<file path="src/rtl/vram_arbiter.sv">
// vram_arbiter: shares one single-port VRAM between display and CPU.
// Display wins by default; a wait counter forces a stalled CPU through.
module vram_arbiter #(
  parameter int ADDRW      = 16,
  parameter int DATAW      = 16,
  parameter int STARVE_MAX = 8
) (
  input  logic             clk,
  input  logic             rst_n,
  input  logic             disp_valid,
  output logic             disp_ready,
  input  logic [ADDRW-1:0] disp_addr,
  output logic             disp_rvalid,
  output logic [DATAW-1:0] disp_rdata,
  input  logic             cpu_valid,
  output logic             cpu_ready,
  input  logic             cpu_we,
  input  logic [ADDRW-1:0] cpu_addr,
  input  logic [DATAW-1:0] cpu_wdata,
  output logic             cpu_rvalid,
  output logic [DATAW-1:0] cpu_rdata,
  output logic             mem_en,
  output logic             mem_we,
  output logic [ADDRW-1:0] mem_addr,
  output logic [DATAW-1:0] mem_din,
  input  logic [DATAW-1:0] mem_dout,
  output logic             starve_event
);

  typedef enum logic [1:0] {
    OWN_NONE,
    OWN_DISP,
    OWN_CPU
  } own_t;

  localparam logic [7:0] SAT = 8'(STARVE_MAX);

  logic [7:0] wait_cnt;
  own_t       tag1;
  own_t       tag2;
  logic       ovr;
  logic       ovr_go;
  logic       disp_go;
  logic       cpu_go;
  logic       disp_hs;
  logic       cpu_hs;

  // Override is armed once the CPU has waited the full budget.
  assign ovr     = (STARVE_MAX != 0) && (wait_cnt == SAT);
  assign ovr_go  = rst_n && ovr && cpu_valid;
  assign disp_go = rst_n && !ovr_go && disp_valid;
  assign cpu_go  = rst_n && !ovr_go && !disp_valid && cpu_valid;

  assign disp_hs = disp_valid && disp_ready;
  assign cpu_hs  = cpu_valid && cpu_ready;

  // Mutually exclusive grant decode; at most one ready per cycle.
  always_comb begin
    disp_ready   = 1'b0;
    cpu_ready    = 1'b0;
    starve_event = 1'b0;
    unique case (1'b1)
      ovr_go: begin
        cpu_ready    = 1'b1;
        starve_event = 1'b1;
      end
      disp_go: disp_ready = 1'b1;
      cpu_go:  cpu_ready  = 1'b1;
      default: ;
    endcase
  end

  // CPU wait counter: counts stalled cycles, saturates at the budget.
  always_ff @(posedge clk) begin
    if (!rst_n) begin
      wait_cnt <= '0;
    end else if (cpu_hs || !cpu_valid) begin
      wait_cnt <= '0;
    end else if (wait_cnt != SAT) begin
      wait_cnt <= wait_cnt + 8'd1;
    end
  end

  // Registered memory command for the winner of this cycle.
  always_ff @(posedge clk) begin
    if (!rst_n) begin
      mem_en   <= 1'b0;
      mem_we   <= 1'b0;
      mem_addr <= '0;
      mem_din  <= '0;
    end else begin
      mem_en   <= disp_hs || cpu_hs;
      mem_we   <= cpu_hs && cpu_we;
      mem_addr <= cpu_hs ? cpu_addr : disp_addr;
      mem_din  <= cpu_wdata;
    end
  end

  // Owner tags follow reads so mem_dout lands in the right port.
  always_ff @(posedge clk) begin
    if (!rst_n) begin
      tag1        <= OWN_NONE;
      tag2        <= OWN_NONE;
      disp_rvalid <= 1'b0;
      cpu_rvalid  <= 1'b0;
      disp_rdata  <= '0;
      cpu_rdata   <= '0;
    end else begin
      if (disp_hs) begin
        tag1 <= OWN_DISP;
      end else if (cpu_hs && !cpu_we) begin
        tag1 <= OWN_CPU;
      end else begin
        tag1 <= OWN_NONE;
      end
      tag2        <= tag1;
      disp_rvalid <= (tag2 == OWN_DISP);
      cpu_rvalid  <= (tag2 == OWN_CPU);
      if (tag2 == OWN_DISP) begin
        disp_rdata <= mem_dout;
      end
      if (tag2 == OWN_CPU) begin
        cpu_rdata <= mem_dout;
      end
    end
  end

endmodule

</file>
<file path="config.mk">
export PLATFORM = sky130hd
export DESIGN_NAME = vram_arbiter
export DESIGN_NICKNAME = d
export VERILOG_FILES = /design/src/rtl/vram_arbiter.sv
export SDC_FILE = /design/constraint.sdc
export NUM_CORES = 1
export LEC_CHECK = 0
export CORE_MARGIN = 10
export CORE_UTILIZATION = 43
export CTS_CLUSTER_SIZE = 30
export DETAILED_ROUTE_END_ITERATION = 8
export PLACE_DENSITY = 0.84
export SETUP_SLACK_MARGIN = 0.3
export SYNTH_ARGS = -nofsm -noshare
export SYNTH_HDL_FRONTEND = slang
export SYNTH_SLANG_ARGS = --single-unit
</file>
<file path="constraint.sdc">
create_clock -name clk -period 4.4 [get_ports clk]
set_input_delay 0.88 -clock clk [delete_from_list [all_inputs] [get_ports clk]]
set_output_delay 0.88 -clock clk [all_outputs]
set_load 0.05 [all_outputs]
</file>
==> results of run 1 <==
==> worst max-delay path, stage by stage <==
cell and delay (ns):
clkdlybuf4s50_1 0.50, nand2_1 0.14, nor2_1 0.20, clkdlybuf4s50_1 0.85
==> how the worst min path moves through the flow <==
stage | cells past startpoint | from | to
2_1_floorplan | 1 | tag1[0] | tag2[0]
3_3_place_gp | 1 | tag1[1] | tag2[1]
3_5_place_dp | 1 | tag1[0] | tag2[0]
4_1_cts | 1 | tag1[0] | tag2[0]
5_1_grt | 1 | tag1[0] | tag2[0]
6_report | 1 | tag1[0] | tag2[0]
==> cell families (layout without fill, tap and decap cells) <==
family / count (synthesis) / count (layout) / synth area share, %
compound gates: 50 / 50 / 14.63
buf+inv: 24 / 159 / 4.518
xor+xnor: 6 / 6 / 1.807
fa+ha+maj: 2 / 2 / 0.8604
simple gates: 148 / 148 / 23.11
flops: 80 / 80 / 55.08
==> registers in the layout (all words and copies together) (netlist names), 2 cells and up <==
register    flops
disp_rdata     16
tag2            2
tag1            2
wait_cnt        8
mem_addr       16
mem_din        16
cpu_rdata      16
==> cell usage after synthesis, types with 2 or more instances <==
master	instances	area (um^2)
a21boi_0	30	225.2
a21boi_1	2	15.01
and2_1	22	137.6
and3_2	2	15.01
buf_2	5	25.02
buf_6	2	22.52
clkbuf_1	12	45.04
dfxtp_1	80	1602
ha_1	2	25.02
inv_1	3	11.26
nand2_1	99	371.6
nand2b_1	2	12.51
nand3_1	6	30.03
nor2_1	11	41.29
nor2b_1	2	12.51
o22ai_1	7	43.79
o22ai_2	9	112.6
xor2_1	5	43.79
==> per-stage QoR <==
step	cell area, um^2	setup WS [ns]	cells	power, uW
after CTS	4474	0.9402	522	1563
after global routing	4474	0.8723	522	1608
after detailed placement	4283	0.9465	507	1060
after floorplan	2908	1.162	310	933.7
final	4474	0.9487	522	1546
after global placement	4283	0.9725	507	1055
==> area by class of cell <==
class / count / area (um^2) / share of cell area [%]
flip-flops and latches: 80 / 1602 / 35.79
inverters: 3 / 11.26 / 0.2517
clock inverters: 2 / 12.51 / 0.2796
multi-input cells: 206 / 1175 / 26.26
repair buffers: 141 / 1399 / 31.26
well taps: 77 / 96.34 / 2.153
clock buffers: 13 / 178.9 / 3.999
==> layer usage <==
metal | part of all wire, % | global-route usage [%]
met5 | 0 | 0
met3 | 11 | 7.018
met2 | 51 | 27.51
met1 | 37 | 14.99
met4 | 0.98 | 6.182
==> power groups by stage <==
| stage | clock, uW | sequential (uW) | combinational [uW] |
|---|---|---|---|
| floorplan | 0 | 872 | 61.7 |
| CTS | 520 | 762 | 282 |
| finish | 506 | 761 | 279 |
| global route | 550 | 764 | 294 |
| detailed placement | 0 | 779 | 281 |
| global placement | 0 | 777 | 278 |
==> metrics, run 1 <==
status=completed; vias in the first global route=2528; post-synth cell types=27; Fill cells=490; DR vias/cell=4.745; # IOs=140; largest net degree at the start of global routing=66; Post-Synthesis Cell Area=2908 um^2; Crit Path Class=primary input to primary output; Port Buffers=139; n_diodes=0; R2R depth=7; CTS tree=yes; initial antenna violation count=0; core area=6459 um^2; most frequent cells in the layout=137 x clkdlybuf4s50_1, 99 x nand2_1, 80 x dfxtp_1; Final period util=78.44%; hold_ws=0.4407 ns; Reg power frac=49.2%; Post-Synthesis Cells=310; Leak=0.001658 uW; Clock Skew=0.01245 ns; Final Setup Violations=0; first-pass GRT wire length=12410 um; Main synth FF type=dfxtp_1; Final Core Density=69.28%; Worst R2R Start=wait_cnt[0]; #FFs+latches synth=80; r2r endpoint=mem_addr[4]; Clock Latency Late Sink=0.34 ns; share of cells above drive strength 1=7.640%; number of remaining DRC errors=0; CP Data Arrival Time=2.57 ns; Switch Pwr=410.6 uW; Max Slew Vio Count=0; CP max FO=3; maximum vdd drop=0.0001815 V; clock tree sinks=80; Tmin final=3.451 ns; CP startpoint kind=primary input; Post-synth EDFFs=0; drt first pass iters=4; Max-slew headroom=21.43%; setup TNS=0 ns; Die X=102.2 um; Post-synth ARST share=0%; DR WL/cell=15.67 um; routability congestion estimate=0.8416; ANT nets after route=0; hold crit path type=flop to flop; H-tree Lvls=3; most common cell after layout, fill and taps aside=clkdlybuf4s50_1; Sw Ratio=26.55%; area delta synth->final=53.87%; Critical Path RT=3.52 ns; Post-CTS Setup Inserts=0; Final #Nets=512; Worst-path clk slew=0.07 ns; maximum clock rate=289.7 MHz; RSZ-0062 raised after global routing=false; crit path capture type=primary output; pwr dens=345.6 nW/um^2; r2r setup slk=2.50 ns; FP Rows=29; CTS Buf Count=9; post-cts resize count=0; synth warn=0; final hold violations=0; Vias=2477; Setup crit end=starve_event; syn_area_per_cell=9.380 um^2; die area=10450 um^2; GRT overflow=0; Root Driver=clkbuf_8; global-route usage over all layers=15.31%; combinational group share of total power=18.0%; Worst Tran Pin Value=1.176 ns; Seq/Total Area, Yosys=55.08%; Syn Nets=381; starting density of the core=45.02%; worst setup path start=cpu_valid; max-cap viol count=0; Hold-fix buffers, CTS=0; die height=102.2 um; Int Pwr=1136 uW; CTS max path bufs=2; post-DP HPWL=6245 um; 1st-iter DRT viols=42; total wire length=8178 um; power share of the clock group=32.7%
Power figures use the tool's default switching activity.
==> inputs of run 2 (changes only) <==
- CORE_UTILIZATION: 43 -> 36
- PLACE_DENSITY: 0.84 -> 0.75
- clock period: 4.4 -> 3.1 ns (I/O delays scaled with it)
==> run 2 against run 1 <==
First-iteration DRC count rose by 26%. Critical endpoint is now disp_ready. Largest power group unchanged. Worst hold slack got worse by 0.0038 ns. Largest cell class unchanged. Flip-flop and latch count did not move.
==> metrics, run 2 (same netlist as run 1, synthesis figures left out) <==
status=completed; largest net degree at the start of global routing=45; total wire length=8200 um; RSZ-0062 raised after global routing=false; area delta synth->final=55.77%; GRT overflow=0; max-cap viol count=0; register area=1602 um^2; setup TNS=0 ns; Max Slew Vio Count=0; most frequent cells in the layout=135 x clkdlybuf4s50_1, 99 x nand2_1, 80 x dfxtp_1; Post-CTS Setup Inserts=0; CTS tree=yes; Worst Tran Pin Value=0.6769 ns; starting density of the core=37.24%; Hold-fix buffers, CTS=0; CP max stage delay=0.36 ns; post-DP HPWL=6296 um; share of cells above drive strength 1=8.667%; post-cts resize count=0; final hold violations=0; Final period util=80.17%; dpl cells=536; global-route usage over all layers=13.29%; DR WL/cell=14.86 um; Pwr Total=2132 uW; Slowest-stage cell, CP=dfxtp_1; Fill cells=711; number of remaining DRC errors=0; Max-slew headroom=54.88%; CTS Buf Count=9; drt first pass iters=4; Port Buffers=139; H-tree Lvls=3; Root Driver=clkbuf_8; vias in the first global route=2551; 1st-iter DRT viols=53; Clock Skew=0.008728 ns; Final Core Density=58.01%; Crit Path Class=flop to primary output; Worst-path clk slew=0.08 ns; Clock Latency Late Sink=0.34 ns; most used cell, CP=nor2_1; maximum clock rate=402.4 MHz; CTS max path bufs=2; critical path cell sequence=inv_1, ha_1, nor4b_4, nand3_1, nor2_1, nor2_1, buf_4; clock tree sinks=80; crit path capture type=primary output; n_diodes=0; Final #Nets=516; Die X=109.9 um; Final Setup Violations=0; CP Data Arrival Time=1.87 ns; # IOs=140; hold_ws=0.4369 ns; CP max FO=6; routability congestion estimate=0.7194; maximum vdd drop=0.0002513 V; pwr dens=470.8 nW/um^2; ANT nets after route=0; die height=109.9 um; area of the multi-input gates=1175 um^2; Vias=2503; fin cells=552; Tmin final=2.485 ns; DR vias/cell=4.534; FP Rows=32; initial antenna violation count=0; core area=7807 um^2; most common cell after layout, fill and taps aside=clkdlybuf4s50_1; Critical Path RT=2.48 ns; CP startpoint kind=flop; die area=12070 um^2; Leak=0.001670 uW; hold crit path type=flop to flop; first-pass GRT wire length=12600 um
## run 2: cell types whose count changed in the layout (fill, tap and decap cells not counted), moves of 2 or more
cell and delta:
buf_4 +4, buf_12 +2, clkdlybuf4s50_1 -2, clkbuf_1 +2
clkbuf_8 -4
## run 2: area by class of cell
type                            count  area share, %
Multi-Input combinational cell    206          25.94
Sequential cell                    80          35.36
Clock buffer                       11          2.901
Clock inverter                      5         0.7459
Inverter                            3         0.2486
Tap cell                          102          2.818
Timing Repair Buffer              145          31.99
## run 2: final timing paths
kind / from / cells after the start / slack [ns] / to
max: wait_cnt[0] / 7 / 0.61 / disp_ready
min reg2reg: tag1[1] / 1 / 0.44 / tag2[1]
min: tag1[1] / 1 / 0.44 / tag2[1]
max reg2reg: wait_cnt[0] / 7 / 1.31 / wait_cnt[2]
## run 2: power by group
part / leakage (uW) / internal, uW / switching (uW)
registers: 0.000656 / 1070 / 13.3
clock network: 0.0000793 / 290 / 362
logic: 0.000934 / 175 / 225
## run 2: worst max-delay path, delay by kind of cell (launching register included)
family	cells	cell delay, ns
adders and majority gates	1	0.14
buffers and inverters	2	0.27
DFF	1	0.36
and+or+nand+nor	4	0.76
## run 2: layer usage
metal | track usage [%] | vias up | part of all wire, %
met3 | 5.500 | 12 | 8.9
met2 | 23.54 | 82 | 51
met4 | 5.204 | 0 | 1.7
li1 | - | 1265 | -
met1 | 13.64 | 1144 | 39
met5 | 0 | - | 0
## run 2: per-stage QoR
step | setup slack [ns] | instance area [um^2]
detailed placement | 0.6195 | 4364
global route | 0.4770 | 4529
CTS | 0.5758 | 4529
finish | 0.6147 | 4529
global placement | 0.6628 | 4364
floorplan | 0.3820 | 2908
==> inputs of run 3 (changes only) <==
- clock period: 3.1 -> 2.1 ns (I/O delays scaled with it)
==> run 3 against run 2 <==
Count of clock-buffer cells in the layout is 2 lower. Final cell count up 0.18%. Worst hold slack got worse by 0.080 ns. Total power grew 56%. Critical path depth fell by 1. Via count up 0.44%. Sequential share of layout area about the same. Worst setup slack got worse by 0.55 ns. Largest cell class unchanged.
==> metrics, run 3 (same netlist as run 1, synthesis figures left out) <==
Worst Tran Pin Value=0.7124 ns; Clock Latency Late Sink=0.33 ns; # IOs=140; critical path's top delay family=simple AND/OR/NAND/NOR gates; ANT nets after route=0; 1st-iter DRT viols=54; GRT overflow=0; CP Data Arrival Time=1.62 ns; Final Core Density=58.27%; FP Rows=32; share of cells above drive strength 1=11.09%; clock tree sinks=80; Final Setup Violations=0; H-tree Lvls=3; Leak=0.001969 uW; Switch Pwr=878.2 uW; max-cap viol count=0; Crit Path Class=flop to primary output; drt first pass iters=4; Port Buffers=139; setup TNS=0 ns; Final #Nets=518; Vias=2514; post-DP HPWL=6296 um; CP max FO=2; power share of the clock group=35.6%; starting density of the core=37.24%; CP bufs+invs=2; CTS max path bufs=2; die area=12070 um^2; CTS tree=yes; crit path capture type=primary output; RSZ-0062 raised after global routing=true; combinational group share of total power=16.7%; largest net degree at the start of global routing=67; Max-slew headroom=52.51%; Final period util=97.00%; most common cell after layout, fill and taps aside=nand2_1; Slowest-stage cell, CP=dfxtp_4; Tmin final=2.037 ns; Int Pwr=2455 uW; Placed Area=4399 um^2; Sw Ratio=26.35%; Worst-path clk slew=0.08 ns; number of remaining DRC errors=0; maximum vdd drop=0.0003391 V; core area=7807 um^2; routability congestion estimate=0.7297; Max Slew Vio Count=0; DR WL/cell=14.79 um; Pwr Total=3333 uW; hold crit path type=primary input to flop; pwr dens=732.7 nW/um^2; initial antenna violation count=0; maximum clock rate=490.9 MHz; Root Driver=clkbuf_8; Reg power frac=47.7%; die height=109.9 um; DR vias/cell=4.546; Die X=109.9 um; Hold-fix buffers, CTS=0; global-route usage over all layers=12.92%; most frequent cells in the layout=99 x nand2_1, 78 x dfxtp_1, 68 x dlygate4sd2_1; CTS Buf Count=9; n_diodes=0; Critical Path RT=1.68 ns; first-pass GRT wire length=12290 um; CP max stage delay=0.35 ns; status=completed; CP startpoint kind=flop; hold_ws=0.3569 ns; Clock Skew=0.007989 ns; final hold violations=0; register area=1609 um^2; area delta synth->final=56.45%; cell area after layout=4549 um^2; total wire length=8178 um; critical path cell sequence=inv_4, ha_4, nor4b_4, a31oi_4, nor2_4, buf_12; Fill cells=737; vias in the first global route=2491; area of the multi-input gates=1207 um^2
-- run 3: path summary, 6_finish.rpt --
check	from	endpoint	slack [ns]	cells after the start
min reg2reg	tag1[1]	tag2[1]	0.43	1
min	rst_n	mem_en	0.36	2
max reg2reg	wait_cnt[1]	mem_addr[3]	0.46	7
max	wait_cnt[1]	cpu_ready	0.06	6
-- run 3: layout make-up --
type,count,area share (%)
Multi-Input combinational cell,206,26.54
Inverter,3,0.3025
Tap cell,102,2.805
Timing Repair Buffer,147,30.39
Clock inverter,6,1.870
Sequential cell,80,35.37
Clock buffer,9,2.723
-- run 3: layer usage --
layer  GRT usage, %  wire, um
met5              0         0
met4          4.926       136
met3          6.027       863
met2          21.89      4001
met1          13.69      3178
-- run 3: through the flow --
step                      setup slack [ns]  std cells
after global routing              -0.05178        553
after CTS                          0.03760        553
after floorplan                     0.3008        310
after global placement              0.1842        536
final                              0.06293        553
after detailed placement            0.1562        536
-- run 3: power by group through the flow --
stage                     Combinational [uW]  Sequential [uW]  Clock (uW)
after global placement                   594             1630           0
after global routing                     591             1600        1280
final                                    557             1590        1190
after CTS                                565             1590        1220
after floorplan                          132             1830           0
after detailed placement                 598             1630           0
-- run 3: timing repair --
action | in CTS | in global routing
buffers inserted | 2 | 0
endpoints found under the setup margin | 71 | 3
resized for setup | 71 | 1
pin swaps | 2 | 2
-- run 3: worst reg2reg max path, stage by stage, from the launching register on --
cell and delay, ns:
dfxtp_4 0.35, inv_4 0.05, ha_4 0.11, nor4b_4 0.27, a31oi_4 0.14, nor2_4 0.20, buf_4 0.28, o22ai_1 0.11
